`config.mk`:
```
export PLATFORM = sky130hd
export DESIGN_NAME = pixel_pair_write_scheduler
export DESIGN_NICKNAME = d
export VERILOG_FILES = /design/src/rtl/pixel_pair_write_scheduler.sv
export SDC_FILE = /design/constraint.sdc
export NUM_CORES = 1
export LEC_CHECK = 0
export ABC_AREA = 1
export ABC_CLOCK_PERIOD_IN_PS = 2900
export BUFFER_PORTS_ARGS = -buffer_cell sky130_fd_sc_hd__buf_2
export CAP_MARGIN = 15
export CORE_ASPECT_RATIO = 1.5
export CORE_MARGIN = 2
export CORE_UTILIZATION = 43
export CTS_CLUSTER_DIAMETER = 50
export CTS_CLUSTER_SIZE = 12
export DETAILED_ROUTE_END_ITERATION = 10
export MAX_ROUTING_LAYER = met4
export PLACE_DENSITY = 0.8
export RECOVER_POWER = 100
export SYNTH_ARGS = -nofsm -noshare
export SYNTH_HDL_FRONTEND = slang
export SYNTH_SLANG_ARGS = --single-unit
```
`constraint.sdc`:
```
create_clock -name clk -period 2.9 [get_ports clk]
set_input_delay 0.435 -clock clk [delete_from_list [all_inputs] [get_ports clk]]
set_output_delay 0.435 -clock clk [all_outputs]
set_load 0.01 [all_outputs]
```
`src/rtl/pixel_pair_write_scheduler.sv`:
```
// pixel_pair_write_scheduler: sequences the optional background read and the
// masked write of one VRAM pixel pair at a time.
module pixel_pair_write_scheduler (
    input  logic        clk,
    input  logic        rst,
    input  logic        i_noblend,
    input  logic        i_checkMask,
    input  logic        i_cntClr,
    input  logic        i_pxValid,
    output logic        o_pxReady,
    input  logic [17:0] i_pxAdr,
    input  logic [1:0]  i_pxSel,
    output logic        o_stageLoad,
    output logic        o_bgLoad,
    input  logic [31:0] i_write32,
    output logic        o_memReq,
    output logic        o_memWrite,
    output logic [17:0] o_memAdr,
    output logic [1:0]  o_memSel,
    output logic [31:0] o_memWrData,
    input  logic        i_memAck,
    input  logic        i_memRdValid,
    input  logic [31:0] i_memRdData,
    output logic        o_busy,
    output logic [15:0] o_skipCount
);

    typedef enum logic [1:0] {
        IDLE,
        RD_REQ,
        RD_WAIT,
        WR_REQ
    } state_t;

    state_t      state;
    state_t      acceptNext;
    logic [17:0] adrQ;
    logic [1:0]  selQ;
    logic        chkQ;
    logic        needBgQ;
    logic [15:0] skipCnt;
    logic        accept;
    logic        rdReturn;
    logic [1:0]  maskBits;
    logic [1:0]  effSel;
    logic        unusedRdBits;

    assign unusedRdBits = ^{i_memRdData[30:16], i_memRdData[14:0]};

    assign o_pxReady   = !rst && ((state == IDLE) ||
                                  ((state == WR_REQ) && i_memAck));
    assign accept      = i_pxValid && o_pxReady;
    assign o_stageLoad = accept;

    assign rdReturn = (state == RD_WAIT) && needBgQ && i_memRdValid;
    assign o_bgLoad = rdReturn;

    // Destination pixels with bit15 set are protected when masking is on
    assign maskBits = chkQ ? {i_memRdData[31], i_memRdData[15]} : 2'b00;
    assign effSel   = selQ & ~maskBits;

    assign acceptNext = (i_pxSel == 2'b00) ? IDLE :
                        (i_checkMask || !i_noblend) ? RD_REQ : WR_REQ;

    assign o_memReq    = (state == RD_REQ) || (state == WR_REQ);
    assign o_memWrite  = (state == WR_REQ);
    assign o_memAdr    = o_memReq ? adrQ : 18'd0;
    assign o_memSel    = (state == RD_REQ) ? 2'b11 :
                         (state == WR_REQ) ? selQ : 2'b00;
    assign o_memWrData = (state == WR_REQ) ? i_write32 : 32'd0;
    assign o_busy      = (state != IDLE);
    assign o_skipCount = skipCnt;

    always_ff @(posedge clk or posedge rst) begin
        if (rst) begin
            state   <= IDLE;
            adrQ    <= 18'd0;
            selQ    <= 2'b00;
            chkQ    <= 1'b0;
            needBgQ <= 1'b0;
            skipCnt <= 16'd0;
        end else begin
            if (accept) begin
                adrQ    <= i_pxAdr;
                selQ    <= i_pxSel;
                chkQ    <= i_checkMask;
                needBgQ <= i_checkMask || !i_noblend;
            end
            unique case (state)
                IDLE: begin
                    if (accept) state <= acceptNext;
                end
                RD_REQ: begin
                    if (i_memAck) state <= RD_WAIT;
                end
                RD_WAIT: begin
                    if (rdReturn) begin
                        if (effSel == 2'b00) begin
                            state <= IDLE;
                        end else begin
                            selQ  <= effSel;
                            state <= WR_REQ;
                        end
                    end
                end
                WR_REQ: begin
                    // Back-to-back pairs enter directly with no idle bubble
                    if (i_memAck) state <= accept ? acceptNext : IDLE;
                end
                default: state <= IDLE;
            endcase
            if (i_cntClr) begin
                skipCnt <= 16'd0;
            end else if (rdReturn && (effSel == 2'b00) &&
                         (skipCnt != 16'hFFFF)) begin
                skipCnt <= skipCnt + 16'd1;
            end
        end
    end

endmodule

```
Word level (Yosys, flattened, before mapping)
Index checks and enable logic that the tools add are counted.
{"block": "word_totals", "word_cells": 55, "output_inout_bits": 74, "register_bits": 40}
{"block": "op_classes", "n_eq_ne": 8, "bitwise": 2, "n_addsub": 1, "reduce_logical": 18, "muxes": 20}
{"cell": "two-way mux 16 bit", "n": 2}
{"cell": "two-way mux 32 bit", "n": 1}
{"cell": "two-way mux 2 bit", "n": 15}
{"cell": "two-way mux 18 bit", "n": 1}
{"cell": "adder 16 x 1 -> 16 bit, second input constant", "n": 1}
{"cell": "inequality test 16 bit, second input constant", "n": 1}
{"cell": "case mux 2 bit (4 select lines)", "n": 1}
{"cell": "logical AND 1 bit", "n": 7}
{"cell": "zero test 2 bit", "n": 3}
{"cell": "inequality test 2 bit, second input constant", "n": 3}
{"cell": "equality test 2 bit, second input constant", "n": 2}
{"cell": "AND reduction 4 bit", "n": 1}
{"cell": "nonzero test 2 bit", "n": 2}
{"cell": "logical OR 1 bit", "n": 3}
{"cell": "bitwise AND 2 bit", "n": 1}
{"cell": "equality test 2 x 1 -> 1 bit, second input constant", "n": 1}
{"cell": "zero test 1 bit", "n": 2}
{"cell": "inequality test 2 x 1 -> 1 bit, second input constant", "n": 1}
{"cell": "NOT 2 bit", "n": 1}

Depth between registers and ports, before layout
Gate-level depths: netlist of run 1.
{"block": "logic_depth", "depth_word": 9, "depth_mapped": 10}

Worst setup path before layout of run 1
No wires, ideal clock.
{"block": "synth_timing", "kind": "input to output", "from": "input port rst", "to": "output port o_stageLoad", "arrival_time_ns": 1.913, "n_path_buf": 1, "cell_stages": 4, "required_ns": 2.465, "path_slack_ns": 0.552, "cell_sequence": "inv_1 nand3_2 inv_2 buf_4"}
{"block": "synth_between", "elab_chain_len": 3}
{"element": "from (decl)", "line_no": "5", "source": "input logic rst,"}
{"element": "zero test 1 bit (no line)"}
{"element": "logical AND 1 bit", "line_no": "50", "source": "assign o_pxReady = !rst && ((state == IDLE) ||"}
{"element": "logical AND 1 bit", "line_no": "52", "source": "assign accept = i_pxValid && o_pxReady;"}
{"element": "to (decl)", "line_no": "13", "source": "output logic o_stageLoad,"}
No other way between the ends.

Final worst setup path of run 1
{"block": "layout_timing", "from": "register state[0]", "to": "register state[1]"}
{"block": "layout_between", "elab_chain_len": 8, "word_cells_on_any_way": 18, "cone_classes": "eq/ne: 7; mux: 3; reduce/logical: 8"}
{"element": "from (decl)", "line_no": "35", "source": "state_t state;"}
{"element": "from (signal assigned)", "line_no": "91", "source": "if (accept) state <= acceptNext;"}
{"element": "from (signal assigned)", "line_no": "108", "source": "if (i_memAck) state <= accept ? acceptNext : IDLE;"}
{"element": "equality test 2 bit", "line_no": "51, 89"}
{"element": "logical AND 1 bit", "line_no": "51", "source": "((state == WR_REQ) && i_memAck));"}
{"element": "logical OR 1 bit", "line_no": "50"}
{"element": "logical AND 1 bit", "line_no": "50"}
{"element": "logical AND 1 bit", "line_no": "52"}
{"element": "two-way mux 2 bit (2 in series)", "line_no": "108"}
{"element": "case mux 2 bit (4 select lines)", "line_no": "89", "source": "unique case (state)"}
Parallel ways exist; a longest one is shown, timed or not. The select of a mux whose other input is x is not followed.
A chain may end at the register's enable or synchronous reset.

==> run summary, run 1 <==
Post-CTS Hold Buffers: 0
Crit-path max cell delay: 0.82 ns
Main area contributors after synthesis: dfrtp_1 (38%), nand2_1 (22%), inv_1 (9.5%)
Req. time, crit path: 3.08 ns
Crit. End Element: flop
Synth warn: 0
Layout cells sized above 1: 18.34%
CTS buffer count: 5
Register bit total from synthesis: 40
Largest net degree at the start of global routing: 41
Core area: 5828 sq um
Clock buffer depth: 2
Worst path cell trace: buf_4 > nand2_1 > o21ai_0 > nand3_2 > clkbuf_1 > nand2_1 > nand2_1 > nand2_1 > nand2_1 > nand2_1
Via count: 2760
Most used cell, CP: nand2_1
Cells after DPL: 593
Post-DP HPWL: 5186 microns
Maxcap violations: 0
Seq/Total Area, Yosys: 38.33%
Peak supply drop: 471.3 uV
Synthesized area: 2611 sq um
Drt first pass iters: 4
Gp weighted congestion: 0.8559
Leakage power: 1.996 nW
Synth top area share: 38.33%
CP max stage cell: clkbuf_1
Post-CTS Resized: 0
Least-Margin Pin Slew: 1.113 ns
CP Class: flop to flop
Starting density of the core: 44.80%
Part of the cycle the worst path needs: 81.38%
Die width: 67.63 microns
Power Dens Cells: 625.4 nW/um^2
Drc violations: 0
Status: finished clean
Worst EP arrival: 2.54 ns
Gate Count Post-Synth: 395
Largest area contributor in the netlist: dfrtp_1
Hold Path Class: input port to flop
DR iter-0 viols: 198
Critical Path Start Type: flop
# rows: 34
Post-Layout Inst Area: 3304 sq um
Nets@finish: 621
Layout Utilization: 56.70%
DP Area: 3329 sq um
Final hold violations: 0
Slew margin rel.: 25.81%
H-tree lvl count: 2
Fin crit period: 2.360 ns
Die area: 6725 sq um
Clock Skew: 0.006322 ns
First-pass GRT wire length: 11200 microns
Area Overhead vs Synth: 26.55%
Post-Syn Nets: 488
F_max: 423.7 MHz
CTS root buf: clkbuf_8
Initial antenna violation count: 0
Clk sink count: 40
Via/cell ratio: 4.592
Final std cells w/o fill: 601
I/O Buffers: 135
Synthesized area per cell: 6.611 sq um
Clock latency on the worst-skew pair: 0.29 ns
Die Y: 99.44 microns
RSZ-0062 raised after global routing: false
Crit Path Max Fanout: 27
Diode count: 0
# setup viols final: 0
Number of global-route vias before repair: 2592
Clock transition at the registers of the reported paths: 0.08 ns
CTS tree: yes
DR WL/cell: 11.40 microns
Cell family with most CP delay: buffers and inverters
Synth cell types: 28
Total wire length: 6851 microns
Setup TNS: 0 ns
Ports: 166
Worst path bufs/invs: 2
GR Util All Layers: 21.43%
Slew Limit Fails: 0
Setup Buffers After CTS: 0
Post-DRT Antenna Nets: 0
Grt ovf: 0
-- routing by layer --
metal  GRT usage [%]  wire length [microns]  vias to the layer above  part of all wire, %
met5               -                      0                        -                    0
met3           3.394                    275                        2                  4.0
li1                -                      -                     1435                    -
met2           36.80                   3749                       69                   55
met4           5.338                     15                        0                 0.22
met1           25.64                   2811                     1254                   41
-- cell usage after synthesis, drive strengths merged --
| cell | instances |
|---|---|
| or2 | 2 |
| dfrtp | 40 |
| a21oi | 3 |
| nand3 | 16 |
| nor2 | 58 |
| clkbuf | 7 |
| o21bai | 2 |
| xor2 | 6 |
| o21ai | 5 |
| ha | 1 |
| inv | 70 |
| nand4 | 12 |
| buf | 6 |
| a21boi | 1 |
| nand2 | 162 |
| o211ai | 2 |
| nor3 | 2 |
-- area by class of cell --
type,instances,area (sq um)
sequential,40,1001
clock buffer,6,82.58
clock inverter,2,38.79
inverter,70,262.8
timing repair buffer,139,606.8
multi-input combinational,272,1222
tap,72,90.09
fill,600,2524
-- path summary, 6_finish.rpt --
kind,from,depth (start not counted),slack (ns),endpoint
max,state[0]$_DFFE_PP0P_,10,0.54,state[1]$_DFFE_PP0P_
min,i_pxAdr[16],3,0.34,adrQ[16]$_DFFE_PP0P_
max reg2reg,state[0]$_DFFE_PP0P_,10,0.54,state[1]$_DFFE_PP0P_
min reg2reg,adrQ[3]$_DFFE_PP0P_,2,0.49,adrQ[3]$_DFFE_PP0P_
max in group asynchronous,rst,3,1.74,o_skipCount[11]$_DFFE_PP0P_
min in group asynchronous,rst,3,0.52,state[0]$_DFFE_PP0P_
-- tightest hold or removal path, stage by stage --
cell and delay (ns):
buf_2 0.07, nand2_1 0.04, nand2_1 0.04
-- power breakdown --
part	leakage, nW	switching [mW]	total (mW)	internal (mW)
logic	1.42	0.507	0.775	0.268
clock network	0.0614	0.200	0.481	0.282
registers	0.519	0.0973	0.810	0.713
total	2.00	0.804	2.07	1.26
-- kinds of logic after synthesis --
| family | share of synthesized area (%) |
|---|---|
| adders and majority gates | 0.4791 |
| xor gates and xnor gates | 2.012 |
| and+or+nand+nor | 43.17 |
| buffers and inverters | 13.03 |
| DFF | 38.33 |
| AOI/OAI and AO/OA | 2.970 |
-- through the flow --
| step | worst slack, ns | hold WS (ns) | power [mW] |
|---|---|---|---|
| detailed placement | 0.9551 | 0.4653 | 1.642 |
| floorplan | 0.5525 | 0.4487 | 1.355 |
| global route | 0.2790 | 0.3336 | 2.238 |
| CTS | 0.6289 | 0.3200 | 2.140 |
| finish | 0.5399 | 0.3354 | 2.067 |
| global placement | 0.9861 | 0.4618 | 1.620 |
-- cell usage in the layout (no fill, tap or decap), types with 3 or more instances in the layout --
cell type  synthesis  layout
a21oi_1            3       3
nand4_1           12      12
o21ai_0            3       4
nand3_1           14      15
clkbuf_1           7      73
clkbuf_8           0       6
inv_1             66      67
inv_2              4       3
dfrtp_1           40      40
nand2_1          150     151
xor2_1             6       6
nor2_1            51      52
nand2_2           10      10
nor2_2             1       3
buf_2              2      63
-- sequential cells by signal (all words and copies together) (netlist names) --
| signal | count |
|---|---|
| adrQ | 18 |
| o_skipCount | 16 |
| chkQ | 1 |
| state | 2 |
| selQ | 2 |
| needBgQ | 1 |
Power figures use the tool's default switching activity.
==> inputs of run 2 (changes only) <==
--- a/config.mk
+++ b/config.mk
@@ -6,17 +6,17 @@
 export NUM_CORES = 1
 export LEC_CHECK = 0
 export ABC_AREA = 1
-export ABC_CLOCK_PERIOD_IN_PS = 2900
+export ABC_CLOCK_PERIOD_IN_PS = 2029
 export BUFFER_PORTS_ARGS = -buffer_cell sky130_fd_sc_hd__buf_2
 export CAP_MARGIN = 15
 export CORE_ASPECT_RATIO = 1.5
 export CORE_MARGIN = 2
-export CORE_UTILIZATION = 43
+export CORE_UTILIZATION = 39
 export CTS_CLUSTER_DIAMETER = 50
 export CTS_CLUSTER_SIZE = 12
 export DETAILED_ROUTE_END_ITERATION = 10
 export MAX_ROUTING_LAYER = met4
-export PLACE_DENSITY = 0.8
+export PLACE_DENSITY = 0.76
 export RECOVER_POWER = 100
 export SYNTH_ARGS = -nofsm -noshare
 export SYNTH_HDL_FRONTEND = slang
==> constraint.sdc (replaced) <==
create_clock -name clk -period 2.03 [get_ports clk]
set_input_delay 0.3045 -clock clk [delete_from_list [all_inputs] [get_ports clk]]
set_output_delay 0.3045 -clock clk [all_outputs]
set_load 0.01 [all_outputs]
==> run 2 against run 1 <==
Compared with the run above: critical path type is now flop to output port; power increased by 45%; sequential share of layout area decreased by 0.53 points; cell count rose by 1.2%; count of clock-buffer cells in the layout is the same; flip-flop and latch count stayed put.
==> run summary, run 2 (synthesized netlist as in run 1, its figures left out) <==
Clock latency on the worst-skew pair: 0.29 ns
Starting density of the core: 40.26%
Clock transition at the registers of the reported paths: 0.08 ns
DR WL/cell: 11.57 microns
Critical Path Start Type: flop
Area of the multi-input gates: 1246 sq um
Pre-CTS setup slack: 0.3405 ns
Setup TNS: 0 ns
Hold path start: i_pxAdr[13]
Peak supply drop: 694.0 uV
Reg2reg end: o_skipCount[14]$_DFFE_PP0P_
# setup viols final: 0
Req. time, crit path: 1.73 ns
CP Class: flop to output port
Clock buffer depth: 2
Grt ovf: 0
GR Util All Layers: 19.22%
Via count: 2838
Drt first pass iters: 6
Leakage power: 2.028 nW
Post-DP HPWL: 5369 microns
CTS buffer count: 5
Power Dens Cells: 889.1 nW/um^2
Slew margin rel.: 29.82%
Diode count: 0
Part of the cycle the worst path needs: 91.83%
Total wire length: 7032 microns
Worst setup startpoint: state[0]$_DFFE_PP0P_
Commonest cells after routing, fill and taps aside: nand2_1 (154), clkbuf_1 (72), inv_1 (66)
Gp weighted congestion: 0.8821
Maxcap violations: 0
Post-DRT Antenna Nets: 0
Clk sink count: 40
Worst reg2reg startpoint: o_skipCount[0]$_DFFE_PP0P_
Die Y: 104.2 microns
Crit. End Element: output port
Initial antenna violation count: 0
Layout cells sized above 1: 18.80%
H-tree lvl count: 2
Max reg flops: 18
Ports: 166
Crit Path Max Fanout: 9
Number of global-route vias before repair: 2690
Hold Path Class: input port to flop
Final hold violations: 0
F_max: 536.5 MHz
Final std cells w/o fill: 608
Post-Layout Inst Area: 3363 sq um
Crit-path max cell delay: 0.46 ns
Least-Margin Pin Slew: 1.053 ns
Storage cell area: 1001 sq um
Core area: 6486 sq um
Nets@finish: 624
Hold EP: adrQ[13]$_DFFE_PP0P_
Most flops, register: adrQ
Setup ws final: 0.1659 ns
Commonest non-fill, non-tap cell in the layout: nand2_1
Worst path cell trace: inv_1 > nand2_1 > o21ai_0 > nand3_2 > inv_2 > clkbuf_2
Slew Limit Fails: 0
DR iter-0 viols: 173
R2r setup slk: 0.20 ns
Status: finished clean
Largest net degree at the start of global routing: 41
Setup Buffers After CTS: 0
Worst Hold Path Cells: 3
Die width: 70.81 microns
CTS tree: yes
Post-CTS Resized: 0
Total power draw: 2.990 mW
CP max stage cell: dfrtp_1
Drc violations: 0
I/O Buffers: 135
First-pass GRT wire length: 11590 microns
# rows: 36
Cells after DPL: 600
RSZ-0062 raised after global routing: false
CTS root buf: clkbuf_8
Hold Slack: 0.2042 ns
Worst EP arrival: 1.56 ns
DP Area: 3361 sq um
Post-CTS Hold Buffers: 0
Number of fillers in the final layout: 715
Area Overhead vs Synth: 28.80%
Reg2Reg Depth: 9
Fin crit period: 1.864 ns
Via/cell ratio: 4.668
Clock Skew: 0.01295 ns
Layout Utilization: 51.85%
Die area: 7379 sq um
## run 2: changes by cell type in the layout (fill, tap and decap cells not counted), moves of 2 or more
cell	delta
buf_4	+5
nand2_2	-4
nand2_1	+3
nor2_2	-2
nor2_4	+2
## run 2: power breakdown
| part | total, mW | leakage (nW) | internal, mW | switching (mW) |
|---|---|---|---|---|
| Sequential | 1.17 | 0.519 | 1.02 | 0.152 |
| Clock | 0.692 | 0.0614 | 0.402 | 0.290 |
| Combinational | 1.13 | 1.45 | 0.393 | 0.734 |
## run 2: worst max path at each step
stage,depth (start not counted),to,slack (ns)
2_1_floorplan,4,o_stageLoad,0.27
3_3_place_gp,9,o_skipCount[14]$_DFFE_PP0P_,0.37
3_5_place_dp,9,o_skipCount[10]$_DFFE_PP0P_,0.34
4_1_cts,6,o_stageLoad,0.16
5_1_grt,6,o_stageLoad,0.03
6_report,6,o_stageLoad,0.17
## run 2: area by class of cell
type | count | area share (%)
Tap cell | 76 | 2.827
Clock buffer | 6 | 2.455
Inverter | 70 | 7.850
Timing Repair Buffer | 142 | 18.90
Multi-Input combinational cell | 272 | 37.05
Clock inverter | 2 | 1.153
Sequential cell | 40 | 29.76
## run 2: layer usage
| metal | wire, microns | vias to the layer above | global-route usage (%) |
|---|---|---|---|
| met5 | 0 | - | - |
| met4 | 112 | 0 | 6.469 |
| met3 | 302 | 9 | 2.907 |
| met2 | 3848 | 87 | 34.05 |
| met1 | 2768 | 1299 | 21.74 |
| li1 | - | 1443 | - |
## run 2: worst max-delay path, delay by kind of cell (launching register included)
family,cells,cell delay (ns)
buffers and inverters,3,0.46
flip-flops,1,0.46
AND/OR/NAND/NOR,2,0.25
AO/OA/AOI/OAI,1,0.10
==> inputs of run 3 (changes only) <==
--- a/config.mk
+++ b/config.mk
@@ -9,11 +9,11 @@
 export ABC_CLOCK_PERIOD_IN_PS = 2029
 export BUFFER_PORTS_ARGS = -buffer_cell sky130_fd_sc_hd__buf_2
 export CAP_MARGIN = 15
-export CORE_ASPECT_RATIO = 1.5
+export CORE_ASPECT_RATIO = 0.7
 export CORE_MARGIN = 2
 export CORE_UTILIZATION = 39
 export CTS_CLUSTER_DIAMETER = 50
-export CTS_CLUSTER_SIZE = 12
+export CTS_CLUSTER_SIZE = 20
 export DETAILED_ROUTE_END_ITERATION = 10
 export MAX_ROUTING_LAYER = met4
 export PLACE_DENSITY = 0.76
==> run 3 against run 2 <==
Compared with the run above: sequential power is essentially flat; clock skew increased by 0.0020 ns; first-iteration DRC count decreased by 9.8%; design area grew 0.26%; non-clock buffer count up 1; global-route usage is 0.72 points higher; sequential share of layout area shrank 0.077 points; largest cell class unchanged; highest routed layer unchanged.
==> run summary, run 3 (synthesized netlist as in run 1, its figures left out) <==
Clk sink count: 40
CP Class: flop to output port
Commonest cells after routing, fill and taps aside: nand2_1 (156), inv_1 (66), buf_2 (66)
Number of global-route vias before repair: 2581
Req. time, crit path: 1.73 ns
CTS root buf: clkbuf_8
Commonest non-fill, non-tap cell in the layout: nand2_1
Initial antenna violation count: 0
Total wire length: 7197 microns
RSZ-0062 raised after global routing: false
Ports: 166
Largest net degree at the start of global routing: 41
Diode count: 0
Die width: 101.8 microns
Grt ovf: 0
DR WL/cell: 11.53 microns
GR Util All Layers: 19.94%
Layout cells sized above 1: 20.83%
I/O Buffers: 135
First-pass GRT wire length: 11560 microns
# rows: 24
Post-DP HPWL: 5593 microns
Final hold violations: 0
Drt first pass iters: 4
Slew margin rel.: 32.29%
Core area: 6336 sq um
Hold Slack: 0.2088 ns
Die Y: 72.46 microns
Clock Skew: 0.01496 ns
H-tree lvl count: 2
Critical Path Start Type: flop
# setup viols final: 0
Least-Margin Pin Slew: 1.016 ns
Most flops, register: adrQ
Setup ws final: 0.1323 ns
Clock buffer depth: 2
Clock transition at the registers of the reported paths: 0.08 ns
Max reg flops: 18
Worst EP arrival: 1.59 ns
Hold Path Class: input port to flop
Maxcap violations: 0
F_max: 527.0 MHz
Post-CTS Hold Buffers: 0
CTS buffer count: 5
Part of the cycle the worst path needs: 93.48%
Die area: 7376 sq um
Starting density of the core: 41.21%
Status: finished clean
Area Overhead vs Synth: 29.13%
Number of fillers in the final layout: 681
Crit. End Element: output port
Post-DRT Antenna Nets: 0
Slew Limit Fails: 0
Leakage power: 2.058 nW
Gp weighted congestion: 0.9017
Crit Path Max Fanout: 10
Via count: 2831
Drc violations: 0
Via/cell ratio: 4.537
Peak supply drop: 450.3 uV
Setup TNS: 0 ns
Clock latency on the worst-skew pair: 0.29 ns
Pre-CTS setup slack: 0.2960 ns
Nets@finish: 625
Power Dens Cells: 840.5 nW/um^2
DR iter-0 viols: 156
CTS tree: yes
Fin crit period: 1.898 ns
[run 3: final cells by class]
cell class                 count  area [sq um]  area share (%)
clock buffer                   5         68.82           2.041
multi-input combinational    272          1250           37.07
inverter                      70         266.5           7.904
sequential                    40          1001           29.68
tap                           91         113.9           3.377
timing repair buffer         143         653.1           19.37
clock inverter                 3         18.77          0.5566
[run 3: worst paths after layout]
path / startpoint / end / slack (ns) / cells after the start
worst max-delay path: state[0]$_DFFE_PP0P_ / o_stageLoad / 0.13 / 6
max in group asynchronous: rst / state[1]$_DFFE_PP0P_ / 1.00 / 3
worst min-delay path: i_pxAdr[16] / adrQ[16]$_DFFE_PP0P_ / 0.21 / 3
min in group asynchronous: rst / o_skipCount[11]$_DFFE_PP0P_ / 0.40 / 3
worst max register to register: o_skipCount[1]$_DFFE_PP0P_ / o_skipCount[4]$_DFFE_PP0P_ / 0.19 / 9
worst min register to register: adrQ[9]$_DFFE_PP0P_ / adrQ[9]$_DFFE_PP0P_ / 0.48 / 2
[run 3: report_power, final]
part,switching (mW),internal [mW]
clock network,0.288,0.240
registers,0.151,1.02
logic,0.736,0.401
[run 3: metrics by stage]
stage | cells | area [sq um] | utilization (%) | total power [mW]
5_1_grt | 624 | 3372 | 53.22 | 3.082
3_3_place_gp | 616 | 3387 | 53.46 | 2.340
2_1_floorplan | 395 | 2615 | - | 1.936
6_report | 624 | 3372 | 53.22 | 2.834
4_1_cts | 624 | 3475 | 54.84 | 2.910
3_5_place_dp | 616 | 3387 | 53.46 | 2.374
[run 3: per-layer routing]
metal / global-route usage (%) / wire [microns] / vias up
met2: 32.38 / 3384 / 106
met4: 4.805 / 73 / 0
li1: - / - / 1446
met5: - / 0 / -
met3: 3.083 / 457 / 6
met1: 26.33 / 3282 / 1273
[run 3: worst max-delay path: stages, from the launching register on]
cell     delay (ns)
dfrtp_1        0.43
inv_1          0.14
nand2_1        0.10
o21ai_1        0.10
nand3_2        0.21
inv_4          0.17
buf_2          0.16
[run 3: repair_timing]
| item | 4_1_cts | 5_1_grt |
|---|---|---|
| endpoints found under the setup margin | 0 | 1 |
| resized for setup | 0 | 1 |
| buffers inserted | 0 | 0 |
